### src/rtl/sleep_ctrl.sv
// sleep_ctrl: requester-side countdown timer with a built-in one-second prescaler.
// A start/secs request arms an N-second delay; timeup is held in DONE until ack,
// start or cancel. Pause freezes the countdown, cancel aborts, start retriggers.
// Optional feature macro: SLEEP_CTRL_REMAIN_EN adds the remain output port.
module sleep_ctrl #(
  parameter int unsigned TICK_DIV = 50000000,
  parameter int unsigned SEC_W    = 8
) (
  input  logic             inclok,
  input  logic             rst,
  input  logic             start,
  input  logic [SEC_W-1:0] secs,
  input  logic             pause,
  input  logic             cancel,
  input  logic             ack,
  output logic             busy,
  output logic             timeup,
  output logic             tick_out
`ifdef SLEEP_CTRL_REMAIN_EN
  ,
  output logic [SEC_W-1:0] remain
`endif
);

  localparam int unsigned PW = $clog2(TICK_DIV);
  localparam logic [PW-1:0] PreMax  = PW'(TICK_DIV - 1);
  localparam logic [PW-1:0] PreHalf = PW'(TICK_DIV / 2);

  typedef enum logic [1:0] {StIdle, StRun, StPause, StDone} state_e;

  state_e           state_q, state_d;
  logic [PW-1:0]    presc_q, presc_d;
  logic [SEC_W-1:0] remain_q, remain_d;

  // State and counter registers, synchronous active-high reset.
  always_ff @(posedge inclok) begin
    if (rst) begin
      state_q  <= StIdle;
      presc_q  <= '0;
      remain_q <= '0;
    end else begin
      state_q  <= state_d;
      presc_q  <= presc_d;
      remain_q <= remain_d;
    end
  end

  // Next-state and counter update; priority cancel > start > pause > tick.
  always_comb begin
    state_d  = state_q;
    presc_d  = presc_q;
    remain_d = remain_q;
    if (cancel) begin
      state_d  = StIdle;
      presc_d  = '0;
      remain_d = '0;
    end else if (start) begin
      presc_d  = '0;
      remain_d = secs;
      state_d  = (secs == '0) ? StDone : StRun;
    end else begin
      unique case (state_q)
        StRun, StPause: begin
          if (pause) begin
            state_d = StPause;
          end else begin
            // Leaving PAUSE counts on the same edge so each paused cycle costs one cycle.
            state_d = StRun;
            if (presc_q == PreMax) begin
              presc_d  = '0;
              remain_d = remain_q - 1'b1;
              // Enter DONE at 1 so the counter never wraps.
              if (remain_q == SEC_W'(1)) state_d = StDone;
            end else begin
              presc_d = presc_q + 1'b1;
            end
          end
        end
        StDone: begin
          if (ack) state_d = StIdle;
        end
        StIdle: ;
        default: state_d = StIdle;
      endcase
    end
  end

  // Outputs decoded purely from registered state and counters.
  always_comb begin
    busy     = (state_q == StRun) || (state_q == StPause);
    timeup   = (state_q == StDone);
    tick_out = busy && (presc_q >= PreHalf);
`ifdef SLEEP_CTRL_REMAIN_EN
    remain   = remain_q;
`else
    // remain_q stays internal; it still decides when DONE is entered.
`endif
  end

endmodule

### config.mk
export PLATFORM = sky130hd
export DESIGN_NAME = sleep_ctrl
export DESIGN_NICKNAME = d
export VERILOG_FILES = /design/src/rtl/sleep_ctrl.sv
export SDC_FILE = /design/constraint.sdc
export NUM_CORES = 1
export LEC_CHECK = 0
export CORE_UTILIZATION = 49
export DETAILED_ROUTE_END_ITERATION = 6
export GPL_TIMING_DRIVEN = 0
export PLACE_DENSITY = 0.79
export REMOVE_ABC_BUFFERS = 1
export SKIP_LAST_GASP = 1
export SLEW_MARGIN = 40
export SYNTH_ARGS = -nofsm -noshare
export SYNTH_HDL_FRONTEND = slang
export SYNTH_SLANG_ARGS = --single-unit
### constraint.sdc
create_clock -name inclok -period 2.2 [get_ports inclok]
set_input_delay 0.33 -clock inclok [delete_from_list [all_inputs] [get_ports inclok]]
set_output_delay 0.33 -clock inclok [all_outputs]
set_load 0.01 [all_outputs]
==> results by group <==
Hold path
  – Tightest Hold Check Type: reg -> reg
  – Min-delay src: remain_q[5]

Job
  – Max Cap Viol: 0

CTS
  – Clk buf depth: 2
  – H-tree depth: 2
  – CTS buffer count: 5
  – Clock root buffer: clkbuf_8
  – Clock transition at path regs: ~70 ps
  – Clock Latency Late Sink: between 200 and 300 ps
  – Clk sinks: 36
  – CTS tree: done

Logic synthesis
  – Most area-hungry cell type in the Yosys netlist: dfxtp_1
  – Cell count after synthesis: between 200 and 250
  – Seq/Total Area, Yosys: 37.6%
  – Post-synth top area share: 37.6%
  – Yosys warns: 0
  – Mapped Area: 1920 um2
  – Distinct cell type count of the synthesized netlist: 38
  – Synth Register Bits: 36
  – Synth area leaders: dfxtp_1, nor2_1, xor2_1
  – Mean area per synthesized cell: just under 8 um2

Layout
  – Final non-filler cell total: 318
  – Commonest non-fill, non-tap cell in the layout: nor2_1
  – Area grow syn2layout: 24.9%
  – Filler instances: 323
  – Most frequent cells in the layout: nor2_1, nand2_1, dfxtp_1
  – Layout net count: between 200 and 300
  – Share of cells above drive strength 1: between 10% and 20%
  – Multi-input logic area: 1230 um2
  – Register Area: roughly 740 um2
  – Antenna cell count: 0
  – Fin util: between 60 and 70%

Setup path
  – Critical Path Sink Type: flop
  – CP Data Required Time: 2390 ps
  – Setup crit start: presc_q[9]
  – Reg2reg start: presc_q[9]
  – Crit Path Category: reg -> reg
  – Worst EP arrival: between 2000 and 2500 ps
  – Critical path peak fanout: 4
  – Startpoint Class: flop

Run status
  – Status: complete, but fails checks
  – Failing checks: setup timing

Power
  – Power density cells: slightly above 500 nW/um2
  – Total power: roughly 0.0012 W
  – Worst vdd ir: 0.000381 V
  – Lkg Pwr: 0.792 nW

Global routing
  – Total grt overflow: 0
  – Antenna violations before repair: 0
  – Largest net degree at the start of global routing: 24
  – Global-route wire length before repair: 7.60 mm
  – Vias in the first global route: approximately 1,700
  – GRT Overall Usage: 23.4%

STA
  – Tcrit/Tclk final: 104%
  – Clk_skew: 7.26 ps
  – RSZ-0062 raised after global routing: true
  – Final-report setup violation count: 3
  – Final Hold Violating Endpoints: 0
  – Clock period minus worst slack: 2290 ps
  – Slew Limit Fails: 0
  – F_max: between 400 and 500 MHz
  – Fin worst setup slack: -89.4 ps
  – Tightest Pin Transition: 655 ps
  – Max_slew headroom: between 50 and 60%

Placement
  – DP HPWL: 3.09 mm
  – Post-Place Cells: 301
  – Pre-CTS setup slack: -326 ps
  – PortBufs: 16
  – GPL Wtd Cong: 0.797

Die
  – Die Y: 64.5 um
  – Initial Utilization: 51.6%
  – Rows: 22
  – IO Count: 17
  – Die area: 4170 um2
  – Die width: 64.5 um
  – Core area: 3720 um2

Drt
  – Routed wire per std cell: 13.6 um
  – Drt pass-1 iters: 4
  – # DRC: 0
  – Post-detailed-route count of antenna-violating nets: 0
  – Vias per cell: 5.64
  – Vias after detailed routing: 1,794
  – Post-Route WL: 4.34 mm
  – Iteration-0 DRC Markers: 94
-- sequential cells by signal, indices dropped and copies added, names as in the netlist --
signal / count
remain_q: 8
state_q: 2
presc_q: 26
-- Yosys cell counts, drive strengths merged --
master,n
nand3,22
or4,6
dfxtp,36
nand4bb,1
or3,1
nand3b,1
a31oi,2
nor3,8
a211oi,3
o211a,1
nor4,6
nor2,40
and4b,1
a211o,1
a21oi,8
xnor2,9
and2,1
inv,8
o31ai,1
or2,1
clkbuf,5
nor3b,2
mux2,2
nor2b,2
or4b,1
o211ai,2
nand2,23
nand4b,2
ha,5
xor2,16
nand4,7
nand2b,2
and3,5
o2111ai,1
o21ai,9
-- through the flow --
step                      hold slack (ps)  area [um2]  TNS, ps
after floorplan                       407        1900    -5080
after global placement                482        2120   -20100
after detailed placement              491        2160    -3380
after CTS                             510        2360     -298
after global routing                  526        2390     -584
final                                 513        2390     -196
-- layout make-up --
| type | count | share of cell area [%] |
|---|---|---|
| clock buffers | 8 | 3.76 |
| inverters | 8 | 1.25 |
| multi-input cells | 192 | 51.3 |
| flip-flops and latches | 36 | 31.1 |
| well taps | 48 | 2.51 |
| repair buffers | 26 | 10.1 |
-- timing repair --
action	in CTS	in global routing
buffers inserted	6	3
pin swaps	4	2
hold buffers	0	0
cloned	0	0
gates resized for setup	24	6
endpoints found under the setup margin	13	7
-- kinds of logic after synthesis --
| logic type | Yosys count | share of synthesized area, % |
|---|---|---|
| mux | 2 | 1.17 |
| flops | 36 | 37.6 |
| buf+inv | 13 | 2.55 |
| simple gates | 132 | 35.1 |
| xor+xnor | 25 | 11.4 |
| compound gates | 28 | 8.88 |
| fa+ha+maj | 5 | 3.26 |
-- layer usage --
metal,up-vias,share of wire [%],global-route usage (%)
li1,906,-,-
met1,839,44,26.7
met2,38,51,42.5
met3,11,3.3,4.93
met4,0,1.7,8.61
met5,-,0,0
-- path summary, 6_finish.rpt --
kind	endpoint	slack [ps]	depth (start not counted)
worst max-delay path	remain_q[6]	-90	5
worst min-delay path	remain_q[5]	510	2
worst max register to register	remain_q[6]	-90	5
worst min register to register	remain_q[5]	510	2
-- power breakdown --
group,internal (W),leakage [nW],switching (W)
clock network,0.000255,0.0455,0.000223
logic,0.0000491,0.448,0.0000540
registers,0.000656,0.299,0.00000643
-- critical path, cell delays in order, from the launching register on --
cell and delay, ps:
dfxtp_2 340, or4_4 550, buf_6 140, or4_4 530, or4b_1 470, and3_1 170
No activity file was read; power rests on OpenSTA's default activity.
